[src/rtl/fifo_burst_reader_if.sv]
// rtl/fifo_burst_reader_if.sv - FIFO read port and downstream stream bundle for fifo_burst_reader
interface fifo_burst_reader_if #(
    parameter int DATA_W = 8
);
    logic [DATA_W-1:0] fifo_data;
    logic              fifo_empty;
    logic              fifo_threshold;
    logic              fifo_rd;
    logic [DATA_W-1:0] m_data;
    logic              m_valid;
    logic              m_ready;

    // Reader side: consumes FIFO flags/data and the downstream ready
    modport master (
        input  fifo_data,
        input  fifo_empty,
        input  fifo_threshold,
        input  m_ready,
        output fifo_rd,
        output m_data,
        output m_valid
    );

    // FIFO plus consumer side
    modport slave (
        output fifo_data,
        output fifo_empty,
        output fifo_threshold,
        output m_ready,
        input  fifo_rd,
        input  m_data,
        input  m_valid
    );
endinterface

[src/rtl/fifo_burst_reader.sv]
// rtl/fifo_burst_reader.sv - burst-popping FIFO reader feeding a 2-entry skid buffer stream
module fifo_burst_reader #(
    parameter int DATA_W    = 8,
    parameter int BURST_LEN = 4,
    parameter int CNT_W     = 16
) (
    input  logic                 clk,
    input  logic                 rst_n,
    input  logic                 en,
    input  logic                 flush,
    fifo_burst_reader_if.master  bus,
    output logic                 busy,
    output logic                 burst_done,
    output logic [CNT_W-1:0]     rd_count
);

    typedef enum logic [1:0] {
        IDLE  = 2'd0,
        BURST = 2'd1,
        DRAIN = 2'd2
    } state_t;

    localparam logic [7:0]       BURST_INIT = 8'(BURST_LEN);
    localparam logic [CNT_W-1:0] CNT_ONE    = CNT_W'(1);

    state_t            state;
    state_t            next_state;
    logic [7:0]        beats_left;
    logic              flush_mode;
    logic [1:0]        occ;
    logic [DATA_W-1:0] buf0;
    logic [DATA_W-1:0] buf1;
    logic              rd_c;
    logic              pop;

    // Oldest skid entry drives the stream; fifo_rd depends only on registers and FIFO flags
    assign bus.m_data  = buf0;
    assign bus.m_valid = (occ != 2'd0);
    assign bus.fifo_rd = rd_c;
    assign pop         = (occ != 2'd0) && bus.m_ready;
    assign busy        = (state != IDLE);

    // State register
    always_ff @(posedge clk or negedge rst_n) begin
        if (!rst_n) begin
            state <= IDLE;
        end else begin
            state <= next_state;
        end
    end

    // Next-state decode and pop strobe
    always_comb begin
        next_state = state;
        rd_c       = 1'b0;
        case (state)
            IDLE: begin
                if (en && !bus.fifo_empty && (bus.fifo_threshold || flush)) begin
                    next_state = BURST;
                end
            end
            BURST: begin
                rd_c = !bus.fifo_empty && (occ < 2'd2) && (flush_mode || (beats_left != 8'd0));
                if (rd_c && !flush_mode && (beats_left == 8'd1)) begin
                    next_state = DRAIN;
                end else if (bus.fifo_empty) begin
                    next_state = DRAIN;
                end
            end
            DRAIN: begin
                if (occ == 2'd0) begin
                    next_state = IDLE;
                end
            end
            default: next_state = IDLE;
        endcase
    end

    // Burst bookkeeping: beat budget, flush latch, completion pulse, pop counter
    always_ff @(posedge clk or negedge rst_n) begin
        if (!rst_n) begin
            beats_left <= 8'd0;
            flush_mode <= 1'b0;
            burst_done <= 1'b0;
            rd_count   <= '0;
        end else begin
            burst_done <= (state == DRAIN) && (next_state == IDLE);
            if ((state == IDLE) && (next_state == BURST)) begin
                beats_left <= BURST_INIT;
                flush_mode <= flush;
            end else if (rd_c && !flush_mode) begin
                beats_left <= beats_left - 8'd1;
            end
            if (rd_c) begin
                rd_count <= rd_count + CNT_ONE;
            end
        end
    end

    // Two-entry skid buffer; buf0 is always the oldest word
    always_ff @(posedge clk or negedge rst_n) begin
        if (!rst_n) begin
            occ  <= 2'd0;
            buf0 <= '0;
            buf1 <= '0;
        end else begin
            case ({rd_c, pop})
                2'b10: begin
                    if (occ == 2'd0) begin
                        buf0 <= bus.fifo_data;
                    end else begin
                        buf1 <= bus.fifo_data;
                    end
                    occ <= occ + 2'd1;
                end
                2'b01: begin
                    buf0 <= buf1;
                    occ  <= occ - 2'd1;
                end
                2'b11: begin
                    // A push only happens with occ<2, so a simultaneous pop leaves occ==1
                    buf0 <= bus.fifo_data;
                end
                default: ;
            endcase
        end
    end

endmodule

[src/flat_wrapper.sv]
// flat-port wrapper written by rule: the top's interface ports become plain ports
module fifo_burst_reader_flat 
#(
    parameter int DATA_W    = 8,
    parameter int BURST_LEN = 4,
    parameter int CNT_W     = 16
)
  (clk, rst_n, en, flush, busy, burst_done, rd_count, bus_fifo_data, bus_fifo_empty, bus_fifo_threshold, bus_m_ready, bus_fifo_rd, bus_m_data, bus_m_valid);
  fifo_burst_reader_if #(.DATA_W(DATA_W)) bus_i ();
  input  logic clk;
  input  logic rst_n;
  input  logic en;
  input  logic flush;
  output logic busy;
  output logic burst_done;
  output logic [CNT_W-1:0] rd_count;
  input wire logic [$bits(bus_i.fifo_data)-1:0] bus_fifo_data;
  input wire logic [$bits(bus_i.fifo_empty)-1:0] bus_fifo_empty;
  input wire logic [$bits(bus_i.fifo_threshold)-1:0] bus_fifo_threshold;
  input wire logic [$bits(bus_i.m_ready)-1:0] bus_m_ready;
  output wire logic [$bits(bus_i.fifo_rd)-1:0] bus_fifo_rd;
  output wire logic [$bits(bus_i.m_data)-1:0] bus_m_data;
  output wire logic [$bits(bus_i.m_valid)-1:0] bus_m_valid;
  assign bus_i.fifo_data = bus_fifo_data;
  assign bus_i.fifo_empty = bus_fifo_empty;
  assign bus_i.fifo_threshold = bus_fifo_threshold;
  assign bus_i.m_ready = bus_m_ready;
  assign bus_fifo_rd = bus_i.fifo_rd;
  assign bus_m_data = bus_i.m_data;
  assign bus_m_valid = bus_i.m_valid;
  fifo_burst_reader #(.DATA_W(DATA_W), .BURST_LEN(BURST_LEN), .CNT_W(CNT_W)) u_core (.clk(clk), .rst_n(rst_n), .en(en), .flush(flush), .bus(bus_i), .busy(busy), .burst_done(burst_done), .rd_count(rd_count));
endmodule
[config.mk]
export PLATFORM = sky130hd
export DESIGN_NAME = fifo_burst_reader_flat
export DESIGN_NICKNAME = d
export VERILOG_FILES = /design/src/rtl/fifo_burst_reader_if.sv /design/src/rtl/fifo_burst_reader.sv /design/src/flat_wrapper.sv
export SDC_FILE = /design/constraint.sdc
export NUM_CORES = 1
export LEC_CHECK = 0
export CAP_MARGIN = 20
export CORE_MARGIN = 1
export CORE_UTILIZATION = 50
export CTS_CLUSTER_SIZE = 30
export DETAILED_ROUTE_END_ITERATION = 10
export GPL_ROUTABILITY_DRIVEN = 0
export GPL_TIMING_DRIVEN = 0
export PLACE_DENSITY = 0.77
export SLEW_MARGIN = 40
export SYNTH_ARGS = -nofsm -noshare
export SYNTH_HDL_FRONTEND = slang
export SYNTH_SLANG_ARGS = --single-unit
[constraint.sdc]
create_clock -name clk -period 6.6 [get_ports clk]
set_input_delay 0.99 -clock clk [delete_from_list [all_inputs] [get_ports clk]]
set_output_delay 0.99 -clock clk [all_outputs]
set_load 0.02 [all_outputs]
# Word level (Yosys, flattened, before mapping)

Index checks and enable logic that the tools add are counted.

Multiplexer cells: 11
Order comparisons: 1
Bitwise gates (word level): 1
Reduce and logical (&&, ||, !) cells: 25
Eq/ne operators: 8
$add $sub $neg: 4

Operators with widths:

| operator                | count |
|---|---|
| $mux W8                 | 3 |
| $pmux W8 S3             | 1 |
| $add A16 B1 Y16 const B | 1 |
| $logic_and A1 B1 Y1     | 10 |
| $eq A8 B1 Y1 const B    | 1 |
| $mux W2                 | 4 |
| $reduce_bool A2 Y1      | 4 |
| $reduce_bool A8 Y1      | 1 |
| $sub A8 B1 Y8 const B   | 1 |
| $eq A2 B1 Y1 const B    | 3 |
| $eq A2 B2 Y1 const B    | 3 |
| $logic_not A2 Y1        | 3 |
| $pmux W2 S3             | 1 |
| $pmux W2 S2             | 1 |
| $reduce_and A2 Y1       | 2 |
| $reduce_bool A3 Y1      | 1 |
| $add A2 B1 Y2 const B   | 1 |
| $logic_not A1 Y1        | 2 |
| $logic_or A1 B1 Y1      | 2 |
| $lt A2 B2 Y1 const B    | 1 |
| $ne A2 B1 Y1 const B    | 1 |
| $sub A2 B1 Y2 const B   | 1 |
| $mux W1                 | 1 |
| $not A1 Y1              | 1 |

Bits in registers: 46

# Depth between registers and ports, before layout

Gate-level depths: netlist (run 1).

Word-level depth: 10
Mapped depth: 10

# Least setup slack after synthesis (run 1)

OpenSTA, ideal clock, no wires.

Path type: input to output
Start: input port bus_fifo_empty
End: output port bus_fifo_rd
Path buffers: 0
Arrival: 1,827 ps
Setup slack: 3,783 ps
Cell stages on the path: 3
Required time: 5,610 ps
Cell sequence: nor4b_1 > nand2_1 > inv_2

Cells in the longest elaborated chain, start to end: 4

Ends and longest elaborated chain:

| item                             | RTL line                | RTL |
|---|---|---|
| start: declaration               | flat_wrapper.sv:18      | `input wire logic [$bits(bus_i.fifo_empty)-1:0] bus_fifo_empty;` |
| $logic_not A1 Y1                 | fifo_burst_reader.sv:63 | `rd_c = !bus.fifo_empty && (occ < 2'd2) && (flush_mode \|\| (beats_left != 8'd0));` |
| $logic_and A1 B1 Y1 (2 in a row) | fifo_burst_reader.sv:63 |  |
| $mux W1                          | fifo_burst_reader.sv:56 | `case (state)` |
| end: declaration                 | flat_wrapper.sv:21      | `output wire logic [$bits(bus_i.fifo_rd)-1:0] bus_fifo_rd;` |

No other way between the ends.

# Worst setup path after layout (run 1)

Ends and elaborated chain as after synthesis.

==> summary.md, run 1 <==
STA
- transition time at the pin with the least slew margin: 734 ps
- max_slew headroom: 50.4%
- total negative setup slack: 0 ps
- Hold WS: 484 ps
- unrepaired setup endpoints after global routing: false
- fin crit share: 62.9%
- Highest Clock Rate: 0.241 GHz
- total count of hold-check failures in the final report: 0
- max-slew violation count: 0
- minimum clock period after layout: 4150 ps
- Clock Skew: 7.02 ps
- final setup vio count: 0

Detailed routing
- antenna viol nets, final: 0
- total vias in the final route: 1499
- Total Routed Length: 4070 microns
- DR vias/cell: 5.35
- routed length per instance: 14.5 microns
- detailed-route DRC error count: 0
- drt pass-1 iters: 4
- count of routing violations after the opening detailed-route iteration: 108

Setup path
- category of the most critical setup path: in -> out
- Crit path arrival time: 3160 ps
- required time at the worst-slack endpoint: 5610 ps
- biggest fanout along the worst timing path: 7
- crit path launch type: input pin
- endpoint class of the critical path: output pin

Pwr
- Final Power: 1.06 mW
- static power due to leakage: 1.24 nW
- ratio of total power to cell area: 365 mW/mm^2
- net switching power of the design: 0.336 mW
- part of the power in combinational logic: 35.9%
- share of total power in sequential cells: 40.0%
- peak supply drop: 0.000263 V
- power share of the clock group: 24.0%
- Cell Int Power: 0.724 mW
- net switching share of the total power: 31.7%

Cells and area
- Total Nets Final: 248
- number of fill cells in the layout: 340
- layout cells sized above 1: 21.5%
- number of antenna cells inserted: 0
- layout-stage area growth over the synthesis result: 29.1%

Placed design
- Buffers on Ports: 42
- DPL Wire Length: 2950 microns

Global route
- wire length of the first global-routing pass: 7000 microns
- vias in the first global route: 1503
- Overall Global Routing Usage: 18.1%
- antenna violations before repair: 0
- overall overflow remaining after global route: 0
- largest net degree at the start of global routing: 29

Floorplanning
- core area: 0.00432 sq mm
- Die W: 69.0 microns
- number of top-level pins: 43
- Starting Density: 52.0%
- area of the die: 0.00477 sq mm
- Die Height: 69.0 microns
- Std-Cell Rows: 24

Hold path
- worst hold path type: reg -> reg

Yosys
- most frequent cells after synthesis: dfrtp_1, mux2_2, xnor2_1, nor2_1, nand2_1
- cell taking the most area after synthesis: dfrtp_1
- share of async-settable or async-resettable flops after synthesis: 100%
- number of enable flip-flop cells after synthesis: 0
- synthesized netlist net count: 198
- mean post-synth cell area: 12.7 sq um
- most instantiated library cell after synthesis: dfrtp_1
- most common flop cell mapped by yosys: dfrtp_1
- area share of the largest cell type after synthesis: 51.2%
- number of instances in the synthesized netlist: 177
- post-synth design cell area: 0.00225 sq mm
- number of distinct standard cells referenced by the synthesized netlist: 33
- Synth Warn #: 0
- leading post-synthesis cells by cell area: dfrtp_1, mux2_2, xnor2_1
- sequential-to-total area share from yosys stat: 51.2%
- flops & latches, synth: 46

Clock tree
- clock insertion delay at the later pin of the skew report: 290 ps
- post_cts resized: 0
- cell at the root of the clock tree: clkbuf_8
- Clock H-tree levels: 2
- Post-CTS Hold Fix Bufs: 0
- Post CTS Setup Buffer Count: 0
- clock tree from TritonCTS: built
- post-CTS clock slew at the launch and capture registers of the worst setup and hold paths: 90 ps
- largest buffer count on any clock path: 2
- clock buffer count from CTS: 5
- total clock sinks: 46

Outcome
- status: complete, no violations

Job
- max-cap violations: 0

[cell usage in the layout (no fill, tap or decap), drive strengths merged, types with 3 or more instances in the layout]
master / count
mux2: 26
nand3: 7
clkdlybuf4s50: 41
or4b: 3
dfrtp: 46
xor2: 6
xnor2: 17
clkbuf: 7
nand2: 10
nor2: 14
ha: 6
inv: 6
nand4: 5
a211oi: 5
nor4b: 4
[routing by layer]
layer / GRT usage (%) / up-vias / routed length, microns
li1: - / 725 / -
met1: 24.8 / 736 / 1980
met2: 28.6 / 33 / 1860
met3: 5.26 / 5 / 188
met4: 4.08 / 0 / 35
met5: 0 / - / 0
[sequential cells by signal, indices dropped and copies added (netlist names)]
register           count
u_core.bus.m_data      8
u_core.occ             2
u_core.flush_mode      1
u_core.burst_done      1
u_core.rd_count       16
u_core.beats_left      8
u_core.buf1            8
u_core.state           2
[through the flow]
step	cells	worst slack [ps]	instance area (sq um)	utilization, %
after global routing	280	2330	2900	67.1
final	280	2450	2900	67.1
after detailed placement	272	2480	2760	63.8
after floorplan	177	3780	2250	-
after global placement	271	2510	2730	63.2
after CTS	280	2470	2900	67.1
[path summary, 6_finish.rpt]
| check | cells past startpoint | end | startpoint | slack (ps) |
|---|---|---|---|---|
| worst max-delay path | 5 | bus_fifo_rd | bus_fifo_empty | 2450 |
| worst min-delay path | 1 | u_core.rd_count[15] | u_core.rd_count[15] | 480 |
| worst max register to register | 9 | u_core.bus.m_data[2] | u_core.beats_left[1] | 3780 |
| worst min register to register | 1 | u_core.rd_count[15] | u_core.rd_count[15] | 480 |
| max in group asynchronous | 2 | u_core.rd_count[10] | rst_n | 5620 |
| min in group asynchronous | 1 | u_core.beats_left[6] | rst_n | 560 |
[worst max-delay path: stages]
cell             delay, ps
clkdlybuf4s50_1        450
nor4b_1                670
nand2_1                190
inv_2                  230
clkdlybuf4s50_1        640
[cell families after synthesis]
| logic type | count (synthesis) | synth area share (%) |
|---|---|---|
| adders and majority gates | 6 | 3.34 |
| buffers and inverters | 7 | 1.17 |
| AOI/OAI and AO/OA | 12 | 6.35 |
| DFF | 46 | 51.2 |
| muxes | 27 | 13.5 |
| and+or+nand+nor | 56 | 15.5 |
| xor gates and xnor gates | 23 | 8.96 |
[cell type report]
type	instances	area [sq um]	area share, %
buffer	1	3.75	0.129
clock buffer	6	82.6	2.85
clock inverter	2	60.1	2.07
inverter	6	22.5	0.776
multi-input combinational	124	1080	37.2
sequential	46	1150	39.7
tap	52	65.1	2.24
timing repair buffer	43	438	15.1
[power groups by stage]
stage                     Sequential (mW)  Clock (mW)  Combinational (mW)
after floorplan                     0.460           0               0.207
after global placement              0.427           0               0.375
after detailed placement            0.429           0               0.383
after CTS                           0.424       0.259               0.386
after global routing                0.437       0.269               0.411
final                               0.424       0.255               0.381
No activity file was read; power rests on OpenSTA's default activity.
==> run 2, diff against run 1 <==
- CORE_UTILIZATION: 50 -> 46
- PLACE_DENSITY: 0.77 -> 0.75
- clock period: 6.6 -> 3.8 ns (I/O delays scaled with it)
==> run 2 against run 1 <==
Sequential power rose by 74%. Sequential cell count did not move. Final cell count rose by 5.4%. First-iteration DRC count fell by 53%. Critical path type unchanged. Largest power group unchanged.
==> summary.md, run 2 (synthesis results as in run 1) <==
Outcome
- status: complete, no violations

Detailed routing
- detailed-route DRC error count: 0
- highest routed metal layer: met4
- Total Routed Length: 4190 microns
- length of routed met3 wiring: 173 microns
- DR vias/cell: 5.22
- wire length on met2: 2050 microns
- routed length per instance: 14.2 microns
- drt pass-1 iters: 4
- antenna viol nets, final: 0
- count of routing violations after the opening detailed-route iteration: 51
- met1 wire length: 1910 microns
- total vias in the final route: 1539

Global route
- Overall Global Routing Usage: 18.7%
- overall overflow remaining after global route: 0
- wire length of the first global-routing pass: 7420 microns
- antenna violations before repair: 0
- largest net degree at the start of global routing: 28
- vias in the first global route: 1580

Clock tree
- clock buffer count from CTS: 5
- total clock sinks: 46
- clock insertion delay at the later pin of the skew report: 300 ps
- post-CTS clock slew at the launch and capture registers of the worst setup and hold paths: 90 ps
- clock tree from TritonCTS: built
- Post CTS Setup Buffer Count: 0
- post_cts resized: 0
- Clock H-tree levels: 2
- Post-CTS Hold Fix Bufs: 0
- largest buffer count on any clock path: 2
- cell at the root of the clock tree: clkbuf_8

STA
- max-slew violation count: 0
- Clock Skew: 11.2 ps
- unrepaired setup endpoints after global routing: false
- max_slew headroom: 48.9%
- final setup vio count: 0
- fin crit share: 87.8%
- minimum clock period after layout: 3330 ps
- total count of hold-check failures in the final report: 0
- Highest Clock Rate: 0.300 GHz
- total negative setup slack: 0 ps
- transition time at the pin with the least slew margin: 761 ps

Floorplanning
- area of the die: 0.00517 sq mm
- number of top-level pins: 43
- Die W: 71.9 microns
- Std-Cell Rows: 25
- Starting Density: 47.6%
- Die Height: 71.9 microns
- core area: 0.00472 sq mm

Cells and area
- utilization of the core after routing: 60.6%
- leading cell type in the layout, fill and taps excluded: dfrtp_1
- number of antenna cells inserted: 0
- Largest register FFs: 16
- highest-count cells in the layout ignoring fill and taps: dfrtp_1, clkdlybuf4s50_1, mux2_2
- Total Nets Final: 248
- final cell count without fillers: 295
- layout cells sized above 1: 21.1%
- register name with the most flops: u_core.rd_count
- layout-stage area growth over the synthesis result: 27.5%

Setup path
- category of the most critical setup path: in -> out
- required time at the worst-slack endpoint: 3230 ps
- biggest fanout along the worst timing path: 7
- Crit path arrival time: 2760 ps
- endpoint class of the critical path: output pin
- worst-case reg-to-reg path depth: 9
- crit path launch type: input pin

Placed design
- Buffers on Ports: 42
- DPL Wire Length: 3050 microns
- post-placement cell count: 287

Pwr
- ratio of total power to cell area: 594 mW/mm^2
- static power due to leakage: 1.21 nW
- Final Power: 1.70 mW
- peak supply drop: 0.000354 V

Hold path
- worst hold path type: in -> async

Job
- max-cap violations: 0

-- run 2: changes by cell type in the layout (fill, tap and decap cells not counted), sizes merged --
cell | previous run | this run
bufinv | 2 | 0
clkinv | 0 | 2
-- run 2: path summary, 6_finish.rpt --
| kind | startpoint | end | slack (ps) |
|---|---|---|---|
| setup / recovery | bus_fifo_empty | bus_fifo_rd | 470 |
| hold reg to reg | u_core.rd_count[15] | u_core.rd_count[15] | 480 |
| setup reg to reg | u_core.beats_left[0] | u_core.bus.m_data[7] | 910 |
| max in group asynchronous | rst_n | u_core.beats_left[1] | 3240 |
| min in group clk | u_core.rd_count[15] | u_core.rd_count[15] | 480 |
| hold / removal | rst_n | u_core.bus.m_data[5] | 140 |
-- run 2: per-layer routing --
metal	vias up	global-route usage, %
li1	732	-
met1	770	22.9
met3	6	5.42
met5	-	0
met4	0	6.10
met2	31	31.9
-- run 2: cell type report --
cell class	instances	area, sq um
multi-input combinational	124	1080
clock buffer	6	72.6
clock inverter	2	13.8
tap	67	83.8
inverter	6	22.5
sequential	46	1150
buffer	1	3.75
fill	380	1860
timing repair buffer	43	438
-- run 2: stage by stage --
stage	cell area, sq um	hold WS [ps]	setup slack, ps
2_1_floorplan	2250	274	1320
3_3_place_gp	2750	460	592
3_5_place_dp	2780	472	501
4_1_cts	2860	143	498
5_1_grt	2860	146	304
6_report	2860	138	465
-- run 2: critical path, stage by stage --
cell and delay, ps:
clkdlybuf4s50_1 440, nor4b_1 680, nand2_1 210, inv_2 230, clkdlybuf4s50_1 640
-- run 2: power breakdown --
part           internal (mW)  switching, mW
Combinational          0.351          0.315
Sequential             0.626          0.113
Clock                  0.130          0.166
Total                   1.11          0.594
==> run 3, diff against run 2 <==
- ABC_AREA: default -> 1
- CORE_UTILIZATION: 46 -> 48
- PLACE_DENSITY: 0.75 -> 0.76
==> run 3 against run 2 <==
Area after synthesis up 17%. Final cell count increased by 58%. Clock skew shrank 5.2 ps. Maximum frequency is 15% higher. Critical path type unchanged. Critical endpoint unchanged. Largest cell class is now multi-input combinational cells. Largest power group is now combinational cells.
==> summary.md, run 3 <==
Outcome
- status: complete, no violations

Setup path
- cell at the slowest stage of the critical path: clkdlybuf4s50_1
- most numerous cell on the critical path: clkdlybuf4s50_1
- peak per-stage delay on the critical path: 610 ps
- biggest fanout along the worst timing path: 11
- Buffers & Inverters on Critical Path: 4
- endpoint class of the critical path: output pin
- gate family responsible for the most delay along the worst path: buffers and inverters
- crit path launch type: input pin
- worst-case reg-to-reg path depth: 13
- required time at the worst-slack endpoint: 3230 ps
- Crit. path cell count: 6
- category of the most critical setup path: in -> out
- critical path, cell by cell: clkdlybuf4s50_1, nor2_4, nand3_4, inv_4, buf_6, clkdlybuf4s50_1
- Crit path arrival time: 2330 ps

STA
- max-slew violation count: 0
- max_slew headroom: 76.1%
- Clock Skew: 6.03 ps
- final setup vio count: 0
- Highest Clock Rate: 0.345 GHz
- fin crit share: 76.3%
- unrepaired setup endpoints after global routing: false
- crit path setup slack, layout: 901 ps
- total count of hold-check failures in the final report: 0
- Hold WS: 138 ps
- total negative setup slack: 0 ps
- minimum clock period after layout: 2900 ps
- transition time at the pin with the least slew margin: 358 ps

Floorplanning
- core area: 0.00520 sq mm
- area of the die: 0.00578 sq mm
- Starting Density: 50.5%
- Die W: 76.0 microns
- number of top-level pins: 43
- Die Height: 76.0 microns
- Std-Cell Rows: 26

Placed design
- Buffers on Ports: 42
- worst-case setup slack after placement: 895 ps
- DPL Wire Length: 4280 microns

Clock tree
- Clock H-tree levels: 2
- total clock sinks: 46
- Post-CTS Hold Fix Bufs: 0
- post-CTS clock slew at the launch and capture registers of the worst setup and hold paths: 90 ps
- Post CTS Setup Buffer Count: 0
- clock insertion delay at the later pin of the skew report: 300 ps
- largest buffer count on any clock path: 2
- cell at the root of the clock tree: clkbuf_8
- clock tree from TritonCTS: built
- post_cts resized: 0
- clock buffer count from CTS: 5

Detailed routing
- detailed-route DRC error count: 0
- antenna viol nets, final: 0
- wire length on met2: 2790 microns
- met1 wire length: 2570 microns
- count of routing violations after the opening detailed-route iteration: 141
- drt pass-1 iters: 4
- Total Routed Length: 5690 microns
- length of routed met3 wiring: 276 microns
- total vias in the final route: 2322
- routed length per instance: 12.2 microns
- highest routed metal layer: met4
- DR vias/cell: 4.99

Global route
- wire length of the first global-routing pass: 9850 microns
- overall overflow remaining after global route: 0
- Overall Global Routing Usage: 21.2%
- largest net degree at the start of global routing: 28
- vias in the first global route: 2157
- antenna violations before repair: 0

Cells and area
- layout-stage area growth over the synthesis result: 24.3%
- utilization of the core after routing: 62.8%
- register name with the most flops: u_core.rd_count
- layout cells sized above 1: 9.87%
- Largest register FFs: 16
- number of fill cells in the layout: 506
- highest-count cells in the layout ignoring fill and taps: nand2_1, dfrtp_1, clkdlybuf4s50_1
- number of antenna cells inserted: 0
- Total Nets Final: 416
- leading cell type in the layout, fill and taps excluded: nand2_1

Pwr
- static power due to leakage: 1.59 nW
- peak supply drop: 0.000342 V
- ratio of total power to cell area: 676 mW/mm^2
- Final Power: 2.21 mW

Yosys
- Synth Warn #: 0
- number of distinct standard cells referenced by the synthesized netlist: 28
- most instantiated library cell after synthesis: nand2_1
- most common flop cell mapped by yosys: dfrtp_1
- share of async-settable or async-resettable flops after synthesis: 100%
- sequential-to-total area share from yosys stat: 43.8%
- synthesized netlist net count: 366
- most frequent cells after synthesis: nand2_1, dfrtp_1, inv_1, nor2_1, nand3_1
- number of instances in the synthesized netlist: 345
- leading post-synthesis cells by cell area: dfrtp_1, nand2_1, nand3_1
- area share of the largest cell type after synthesis: 43.8%
- flops & latches, synth: 46
- mean post-synth cell area: 7.62 sq um
- number of enable flip-flop cells after synthesis: 0
- post-synth design cell area: 0.00263 sq mm
- cell taking the most area after synthesis: dfrtp_1

Job
- max-cap violations: 0

Hold path
- worst hold path type: in -> async

[run 3: logic make-up after synthesis]
| family | synth area share [%] |
|---|---|
| xor+xnor | 4.66 |
| compound gates | 6.42 |
| buf+inv | 7.75 |
| fa+ha+maj | 2.85 |
| flops | 43.8 |
| simple gates | 34.5 |
[run 3: layout make-up]
type / instances / area, sq um / share of cell area (%)
Multi-Input combinational cell: 254 / 1270 / 39.0
Buffer: 8 / 62.6 / 1.91
Clock inverter: 1 / 30.0 / 0.919
Clock buffer: 6 / 82.6 / 2.53
Inverter: 37 / 141 / 4.33
Sequential cell: 46 / 1150 / 35.2
Timing Repair Buffer: 43 / 438 / 13.4
Tap cell: 70 / 87.6 / 2.68
[run 3: worst paths after layout]
check | from | to | slack (ps)
worst max-delay path | bus_fifo_empty | bus_fifo_rd | 900
worst min-delay path | rst_n | u_core.rd_count[13] | 140
worst max register to register | u_core.beats_left[0] | u_core.bus.m_data[4] | 1260
worst min register to register | u_core.state[0] | u_core.burst_done | 440
max in group asynchronous | rst_n | u_core.occ[0] | 3230
min in group clk | u_core.state[0] | u_core.burst_done | 440
[run 3: worst reg2reg max path, cell delays in order, from the launching register on]
cell and delay [ps]:
dfrtp_1 410, inv_1 180, ha_1 220, nand2_1 70
nor2_2 150, nand2_4 100, nand3_4 120, buf_4 200
ha_1 160, buf_2 200, clkbuf_1 330, o21ai_0 160
nand2_1 90, nand2_1 40
[run 3: per-layer routing]
layer / GRT usage, % / vias to the layer above
li1: - / 1173
met1: 27.8 / 1089
met2: 35.5 / 55
met3: 3.95 / 5
met4: 6.54 / 0
met5: 0 / -
[run 3: through the flow]
stage | instances | cell area, sq um
floorplan | 345 | 2630
global placement | 457 | 3140
detailed placement | 458 | 3160
CTS | 465 | 3270
global route | 465 | 3270
finish | 465 | 3270
[run 3: power breakdown]
part,leakage [nW],total [mW],internal [mW],switching [mW]
Sequential,0.595,0.818,0.663,0.155
Combinational,0.942,1.02,0.426,0.589
Clock,0.0573,0.375,0.211,0.164
Total,1.59,2.21,1.30,0.909
